`config.mk`:
```
export PLATFORM = sky130hd
export DESIGN_NAME = reorder_buffer
export DESIGN_NICKNAME = d
export VERILOG_FILES = /design/src/rtl/reorder_buffer.sv
export SDC_FILE = /design/constraint.sdc
export NUM_CORES = 1
export LEC_CHECK = 0
export CELL_PAD_IN_SITES_DETAIL_PLACEMENT = 0
export CELL_PAD_IN_SITES_GLOBAL_PLACEMENT = 2
export CORE_MARGIN = 2
export CORE_UTILIZATION = 40
export CTS_CLUSTER_SIZE = 16
export DETAILED_ROUTE_END_ITERATION = 10
export PLACE_DENSITY = 0.7
export SETUP_SLACK_MARGIN = 0.4
export SLEW_MARGIN = 5
export SYNTH_ARGS = -nofsm -noshare
export SYNTH_HDL_FRONTEND = slang
export SYNTH_SLANG_ARGS = --single-unit
```
`constraint.sdc`:
```
create_clock -name clk_in -period 6.2 [get_ports clk_in]
set_input_delay 1.24 -clock clk_in [delete_from_list [all_inputs] [get_ports clk_in]]
set_output_delay 1.24 -clock clk_in [all_outputs]
set_load 0.01 [all_outputs]
```
`src/rtl/reorder_buffer.sv`:
```
// Circular reorder buffer: in-order issue, out-of-order CDB completion,
// one in-order retirement per cycle with registered commit/store/flush pulses.
module reorder_buffer #(
  parameter int ROB_WIDTH = 4
) (
  input  logic                 clk_in,
  input  logic                 rst_n_in,
  input  logic                 rdy_in,
  input  logic                 issue_signal,
  input  logic [1:0]           issue_type,
  input  logic [4:0]           issue_rd_id,
  input  logic                 issue_pred_jump,
  output logic [ROB_WIDTH-1:0] issue_tag,
  output logic                 rob_full,
  input  logic                 cdb_signal,
  input  logic [ROB_WIDTH-1:0] cdb_tag,
  input  logic [31:0]          cdb_value,
  input  logic                 cdb_jump,
  input  logic [ROB_WIDTH-1:0] query_tag_1,
  input  logic [ROB_WIDTH-1:0] query_tag_2,
  output logic                 query_ready_1,
  output logic                 query_ready_2,
  output logic [31:0]          query_value_1,
  output logic [31:0]          query_value_2,
  output logic                 rob_commit_signal,
  output logic [31:0]          commit_rd_value,
  output logic [4:0]           commit_rd_id,
  output logic [ROB_WIDTH-1:0] commit_rd_tag,
  output logic                 store_commit_signal,
  output logic [ROB_WIDTH-1:0] store_commit_tag,
  output logic                 clear_signal,
  output logic [31:0]          correct_pc
);

  localparam int DEPTH = 1 << ROB_WIDTH;
  localparam int CNT_W = ROB_WIDTH + 1;

  typedef enum logic [1:0] {
    TYPE_REG    = 2'd0,
    TYPE_BRANCH = 2'd1,
    TYPE_STORE  = 2'd2,
    TYPE_RSVD   = 2'd3
  } rob_type_e;

  logic [ROB_WIDTH-1:0] head_q, head_d, tail_q, tail_d;
  logic [CNT_W-1:0]     count_q, count_d;
  logic [DEPTH-1:0]     busy_q, busy_d, ready_q, ready_d;

  rob_type_e   type_q  [DEPTH];
  logic [4:0]  rd_q    [DEPTH];
  logic        pred_q  [DEPTH];
  logic        jump_q  [DEPTH];
  logic [31:0] value_q [DEPTH];

  logic                 commit_sig_q, store_sig_q, clear_q;
  logic [31:0]          commit_value_q, correct_pc_q;
  logic [4:0]           commit_id_q;
  logic [ROB_WIDTH-1:0] commit_tag_q, store_tag_q;

  logic      do_issue, do_retire, do_cdb, mispredict, commit_fire, store_fire;
  rob_type_e head_type;
  logic      cdb_hit_1, cdb_hit_2;

  assign rob_full  = (count_q == CNT_W'(DEPTH));
  assign issue_tag = tail_q;
  assign head_type = type_q[head_q];

  // A flush on the retiring branch wins over any issue or CDB write this edge.
  assign do_retire   = rdy_in & busy_q[head_q] & ready_q[head_q];
  assign mispredict  = do_retire & (head_type == TYPE_BRANCH) & (jump_q[head_q] != pred_q[head_q]);
  assign commit_fire = do_retire & (head_type == TYPE_REG);
  assign store_fire  = do_retire & (head_type == TYPE_STORE);
  assign do_issue    = rdy_in & issue_signal & ~rob_full & ~mispredict;
  assign do_cdb      = rdy_in & cdb_signal & busy_q[cdb_tag] & ~mispredict;

  assign cdb_hit_1     = cdb_signal & (cdb_tag == query_tag_1);
  assign cdb_hit_2     = cdb_signal & (cdb_tag == query_tag_2);
  assign query_ready_1 = (busy_q[query_tag_1] & ready_q[query_tag_1]) | cdb_hit_1;
  assign query_ready_2 = (busy_q[query_tag_2] & ready_q[query_tag_2]) | cdb_hit_2;
  assign query_value_1 = cdb_hit_1 ? cdb_value : value_q[query_tag_1];
  assign query_value_2 = cdb_hit_2 ? cdb_value : value_q[query_tag_2];

  // NOTE: every signal written here gets a default first so no latch is inferred.
  always_comb begin
    busy_d  = busy_q;
    ready_d = ready_q;
    head_d  = head_q;
    tail_d  = tail_q;
    count_d = count_q;
    if (do_cdb) begin
      ready_d[cdb_tag] = 1'b1;
    end
    if (do_retire) begin
      busy_d[head_q]  = 1'b0;
      ready_d[head_q] = 1'b0;
      head_d          = head_q + ROB_WIDTH'(1);
    end
    if (do_issue) begin
      busy_d[tail_q]  = 1'b1;
      ready_d[tail_q] = 1'b0;
      tail_d          = tail_q + ROB_WIDTH'(1);
    end
    unique case ({do_issue, do_retire})
      2'b10:   count_d = count_q + CNT_W'(1);
      2'b01:   count_d = count_q - CNT_W'(1);
      default: count_d = count_q;
    endcase
    if (mispredict) begin
      busy_d  = '0;
      ready_d = '0;
      head_d  = '0;
      tail_d  = '0;
      count_d = '0;
    end
  end

  // NOTE: state registers use non-blocking assignments so every flop samples pre-edge values.
  always_ff @(posedge clk_in or negedge rst_n_in) begin
    if (!rst_n_in) begin
      busy_q  <= '0;
      ready_q <= '0;
      head_q  <= '0;
      tail_q  <= '0;
      count_q <= '0;
    end else begin
      busy_q  <= busy_d;
      ready_q <= ready_d;
      head_q  <= head_d;
      tail_q  <= tail_d;
      count_q <= count_d;
    end
  end

  // NOTE: payload storage has no reset; busy/ready gate every read that matters.
  always_ff @(posedge clk_in) begin
    if (do_issue) begin
      type_q[tail_q] <= rob_type_e'(issue_type);
      rd_q[tail_q]   <= issue_rd_id;
      pred_q[tail_q] <= issue_pred_jump;
    end
    if (do_cdb) begin
      value_q[cdb_tag] <= cdb_value;
      jump_q[cdb_tag]  <= cdb_jump;
    end
  end

  always_ff @(posedge clk_in or negedge rst_n_in) begin
    if (!rst_n_in) begin
      commit_sig_q   <= 1'b0;
      store_sig_q    <= 1'b0;
      clear_q        <= 1'b0;
      commit_value_q <= '0;
      commit_id_q    <= '0;
      commit_tag_q   <= '0;
      store_tag_q    <= '0;
      correct_pc_q   <= '0;
    end else begin
      commit_sig_q <= commit_fire;
      store_sig_q  <= store_fire;
      clear_q      <= mispredict;
      if (commit_fire) begin
        commit_value_q <= value_q[head_q];
        commit_id_q    <= rd_q[head_q];
        commit_tag_q   <= head_q;
      end
      if (store_fire) begin
        store_tag_q <= head_q;
      end
      if (mispredict) begin
        correct_pc_q <= value_q[head_q];
      end
    end
  end

  assign rob_commit_signal   = commit_sig_q;
  assign commit_rd_value     = commit_value_q;
  assign commit_rd_id        = commit_id_q;
  assign commit_rd_tag       = commit_tag_q;
  assign store_commit_signal = store_sig_q;
  assign store_commit_tag    = store_tag_q;
  assign clear_signal        = clear_q;
  assign correct_pc          = correct_pc_q;

endmodule
```
# ---- Yosys cells after proc, flatten, opt, wreduce, memory -nomap -nowiden
# Memory sizes are Yosys's and may differ from the RTL's. A register that Yosys moved wholly into a read port is not among the register bits.
# Cells that the tools add are included.
# Widths: inputs -> output; s select.
dict set report word_totals {
  regBits 120
  mem_bits_rw 656
  inputBits 58
  n_memories 5
}
dict set report classes {
  n_addsub 4
  n_lt_le_gt_ge 8
  eq_ne 8
  n_mux 39
  bitwise 27
  n_reduce_logical 8
}
# name words word_bits rd rd_clocked_by_memory_dff wr line
set memory_table {}
lappend memory_table {value_q 16 32 3 0 1 53} ;# logic [31:0] value_q [DEPTH];
lappend memory_table {rd_q 16 5 1 1 1 50} ;# logic [4:0] rd_q [DEPTH];
lappend memory_table {type_q 16 2 1 0 1 49} ;# rob_type_e type_q [DEPTH];
lappend memory_table {jump_q 16 1 1 0 1 52} ;# logic jump_q [DEPTH];
lappend memory_table {pred_q 16 1 1 0 1 51} ;# logic pred_q [DEPTH];
# op count
set ops {}
lappend ops {{$mux 16} 7}
lappend ops {{$mux 32} 2}
lappend ops {{$and 16x16->16} 3}
lappend ops {{$not 16->16} 2}
lappend ops {{$or 16x16->16} 2}
lappend ops {{$bmux 1 s4} 7}
lappend ops {{$lt 4x5->1 const B} 5}
lappend ops {{$and 1x1->1} 16}
lappend ops {{$mux 4} 4}
lappend ops {{$mux 1} 14}
lappend ops {{$demux 1 s4} 3}
lappend ops {{$ge 4x1->1 const B} 3}
lappend ops {{$pmux 5 s2} 1}
lappend ops {{$add 4x1->4 const B} 2}
lappend ops {{$eq 4x4->1} 2}
lappend ops {{$add 5x1->5 const B} 1}
lappend ops {{$eq 5x5->1 const B} 1}
lappend ops {{$mux 5} 1}
lappend ops {{$sub 5x1->5 const B} 1}
lappend ops {{$eq 2x1->1 const B} 2}
lappend ops {{$eq 2x2->1 const B} 2}
lappend ops {{$reduce_bool 2->1} 2}
lappend ops {{$logic_and 1x1->1} 3}
lappend ops {{$reduce_bool 3->1} 1}
lappend ops {{5 further kinds} 7}

# ---- Depth between registers and ports, before layout
dict set report depth {
  ltp_word 14
  depth_mapped 16
}

# ---- Least setup slack after synthesis
# No wires, ideal clock.
dict set report synth_timing {
  path_type {input to output}
  start {input query_tag_1[0]}
  end {output query_value_1[10]}
  arrival_time_ns 3.688
  required_time_ns 4.960
  setup_slack_ns 1.272
  stages 7
  cell_sequence {clkbuf_1 -> clkbuf_1 -> buf_1 -> xor2_1 -> nor4_1 -> clkbuf_1 -> mux2_2}
}
dict set report synth_via {
  elab_chain_cells 3
  word_cells_on_any_way 4
  classes_between {eq/ne: 1; mux: 1; bitwise: 1; memory: 1}
}
# element line
set synth_lines {}
lappend synth_lines {{from (decl)} 19} ;# input logic [ROB_WIDTH-1:0] query_tag_1,
lappend synth_lines {{branches (longest 2 deep; another with $mem_v2 16x32)} n/a}
lappend synth_lines {{$mux 32 *} 80} ;# assign query_value_1 = cdb_hit_1 ? cdb_value : value_q[query_tag_1];
lappend synth_lines {{to (decl)} 23} ;# output logic [31:0] query_value_1,
# Mark *: on every way between the ends.

# ---- Worst setup path after layout
dict set report layout_timing {
  start {input query_tag_1[0]}
  end {output query_value_1[8]}
}
# The elaborated chain is that of the path after synthesis.

==> impl_metrics.tcl <==
set metrics [dict create \
    min_from "commit_rd_value[1]" \
    cts-buffers-inserted 89 \
    crit_type "in -> out" \
    reg2reg_to "value_q[2][28]" \
    synth.cell_area_sq_um 38910 \
    gp_congestion 0.8406 \
    rsz0062_at_grt "false" \
    clkPwrFrac_pct 31.3 \
    crit_slowest_cell "mux4_2" \
    synth-main-ff-cell "edfxtp_1" \
    synthesis.instances 1886 \
    postRouteAntennaNets 0 \
    synthTopCellsByCount "656 x edfxtp_1, 530 x mux4_2, 142 x mux2_2" \
    fin_ws_ns 1.020 \
    p_per_area_nw_per_um2 371.3 \
    cp.arrival_ns 3.94 \
    finalSetupViolations 0 \
    final_hold_viol_count 0 \
    cap_violations 0 \
    drt_first_pass_iters 5 \
    drv_slew 0 \
    status "finished clean" \
    synth_edf_count 656 \
    crit_path_start_kind "primary input" \
    synth_cell_type_count 57 \
    grt_pass1_wl_mm 165.4 \
    regArea_sq_um 22840 \
    clockBufferDepth 3 \
    dp_slack_ns 0.9577 \
    synth_fp_nets 1954 \
    fin_nets 2166 \
    dieArea_sq_um 99790 \
    hpwl_mm 68.31 \
    relSlewSlack_pct 16.65 \
    synth_warnings 0 \
    grt_usage_pct 23.39 \
    grt_max_degree 79 \
    drt_iter0_markers 2196 \
    pwr-share-comb_pct 29.4 \
    num-fill-cells 7984 \
    holdPathStages 1 \
    skew_ns 0.03392 \
    reg2reg_from "head_q[2]" \
    io_pins 209 \
    period_minus_slack_ns 5.180 \
    die_y_um 315.9 \
    reg2reg_slack_ns 1.23 \
    hold_class "reg -> reg" \
    cts-root-buf "clkbuf_16" \
    endpoint_kind "output pin" \
    yosysSeqAreaShare_pct 58.66 \
    synth_top_area_share_pct 50.63 \
    synth.area.top_cells "edfxtp_1 51%, mux4_2 31%, dfrtp_1 8.0%" \
    p_switching_w 0.004997 \
    ff2ff_path_depth 8 \
    fmax_mhz 193.0 \
    dr_total_vias 21840 \
    port-buffer-count 208 \
    cts_tree "done" \
    seqPwrFrac_pct 39.3 \
    synth_seq_cells 781 \
    die_w_um 315.9 \
    drt_wl_total_mm 115.0 \
    antenna_found_initial 3 \
    multi_input_area_sq_um 15500 \
    holdPathEnd "commit_rd_value[1]" \
    yosysMostFrequentCell "edfxtp_1" \
    grt_pass1_vias 23050 \
    path_max_fanout 26 \
    tightest_slew_ns 1.246 \
    fin_tns_setup_ns 0 \
    drc 0 \
    clkSinkCount 781 \
    avgRoutedWirePerCell_um 33.30 \
    internal_power_w 0.01201 \
    postSynth.asyncResetShare_pct 16.01 \
    num_rows 114 \
    via_per_inst 6.326 \
    p_leak_nw 14.81 \
    synth_area_per_cell_sq_um 20.63 \
    drive_gt1_share_pct 42.71 \
    crit_required_ns 4.96 \
    core_area_sq_um 96570 \
    slowest_delay_ns 0.56 \
    ir_drop_uv 245.1 \
    cts_setup_buffers 0 \
    cts_hold_buf 0 \
    initial_core_util_pct 40.30 \
    cts_resized 0 \
    finalCritPeriodShare_pct 83.55 \
    crit_chain "clkbuf_8 > buf_4 > mux4_2 > mux4_2 > mux2_2 > clkdlybuf4s50_1" \
    clk_latency_ns 0.66 \
    grt_remaining_overflow 0 \
    htree_levels 3 \
    yosys.area.top_type "edfxtp_1" \
    areaGrowthSynthToFinish_pct 17.73 \
    switching_share_pct 29.38 \
    clkSlewWorstSetupHoldPaths_ns 0.05 \
    crit_top_cell "mux4_2" \
]
registers in the layout, indices dropped and copies added (netlist names), 4 cells and up:
signal            flops
busy_q               16
commit_rd_id          5
commit_rd_tag         4
commit_rd_value      32
correct_pc           32
count_q               5
head_q                4
issue_tag             4
jump_q               16
pred_q               16
rd_q                 80
ready_q              16
store_commit_tag      4
type_q               32
value_q             512
through the flow:
stage | util (%) | std cells | total power (W) | cell area (sq um) | hold slack, ns
global route | 47.44 | 3451 | 0.01773 | 45810 | 0.5254
global placement | 44.37 | 3283 | 0.01181 | 42850 | 0.4810
detailed placement | 44.37 | 3283 | 0.01186 | 42850 | 0.4853
finish | 47.44 | 3452 | 0.01701 | 45810 | 0.5034
floorplan | - | 1886 | 0.009860 | 38910 | 0.4645
CTS | 47.44 | 3451 | 0.01721 | 45810 | 0.5064
cell usage in the layout, fill, tap and decap left out, types with 6 or more instances in the layout:
| cell | count |
|---|---|
| clkinv_1 | 8 |
| inv_1 | 18 |
| a22oi_1 | 6 |
| o21bai_1 | 12 |
| dfrtp_1 | 121 |
| nand2b_1 | 7 |
| o22ai_1 | 15 |
| o21ai_0 | 6 |
| clkbuf_8 | 10 |
| a31oi_1 | 7 |
| nand3_1 | 6 |
| nand2_1 | 37 |
| mux4_1 | 9 |
| clkbuf_16 | 90 |
| bufinv_16 | 9 |
| buf_4 | 54 |
| nor2_4 | 8 |
| nor3_1 | 8 |
| mux2_2 | 142 |
| o221a_2 | 6 |
| mux4_2 | 530 |
| xor2_1 | 10 |
| clkbuf_1 | 23 |
| nor3b_1 | 6 |
| buf_12 | 18 |
| ha_1 | 10 |
| clkdlybuf4s50_1 | 199 |
| a21oi_1 | 6 |
| edfxtp_1 | 656 |
| nor2_1 | 25 |
| nor3_2 | 6 |
| clkinv_2 | 19 |
how the worst max path moves through the flow:
stage	startpoint	to	cells after the start
5_1_grt	query_tag_2[0]	query_value_2[16]	6
6_report	query_tag_1[0]	query_value_1[8]	6
2_1_floorplan	query_tag_1[0]	query_value_1[10]	7
4_1_cts	query_tag_2[0]	query_value_2[16]	6
3_3_place_gp	query_tag_2[0]	query_value_2[18]	6
3_5_place_dp	query_tag_2[0]	query_value_2[16]	6
power by group through the flow:
stage               sequential (W)  clock [W]  combinational (W)
floorplan                  0.00661          0            0.00325
global placement           0.00677          0            0.00504
detailed placement         0.00680          0            0.00506
CTS                        0.00670    0.00544            0.00507
global route               0.00676    0.00565            0.00532
finish                     0.00668    0.00532            0.00501
final cells by class:
class	instances	area share (%)
flip-flops and latches	781	49.86
multi-input cells	927	33.84
well taps	1276	3.485
inverters	21	0.1748
clock inverters	47	1.117
repair buffers	278	6.175
diodes	1	0.005462
clock buffers	121	5.345
cell families after synthesis:
group | Yosys count | synth area share (%)
AOI/OAI and AO/OA | 81 | 1.521
xor gates and xnor gates | 15 | 0.3376
adders and majority gates | 10 | 0.3216
buffers and inverters | 178 | 1.842
DFF | 781 | 58.66
muxes | 685 | 35.50
and+or+nand+nor | 136 | 1.817
metal layers:
| layer | global-route usage [%] | routed length [um] |
|---|---|---|
| met1 | 32.05 | 46950 |
| met2 | 37.66 | 56000 |
| met3 | 4.873 | 8636 |
| met4 | 7.551 | 3343 |
| met5 | 0 | 26 |
worst max-delay path, delay by kind of cell:
family | cells | cell delay, ns
mux | 3 | 1.35
buf+inv | 3 | 1.33
(Power assumes the default switching activity.)
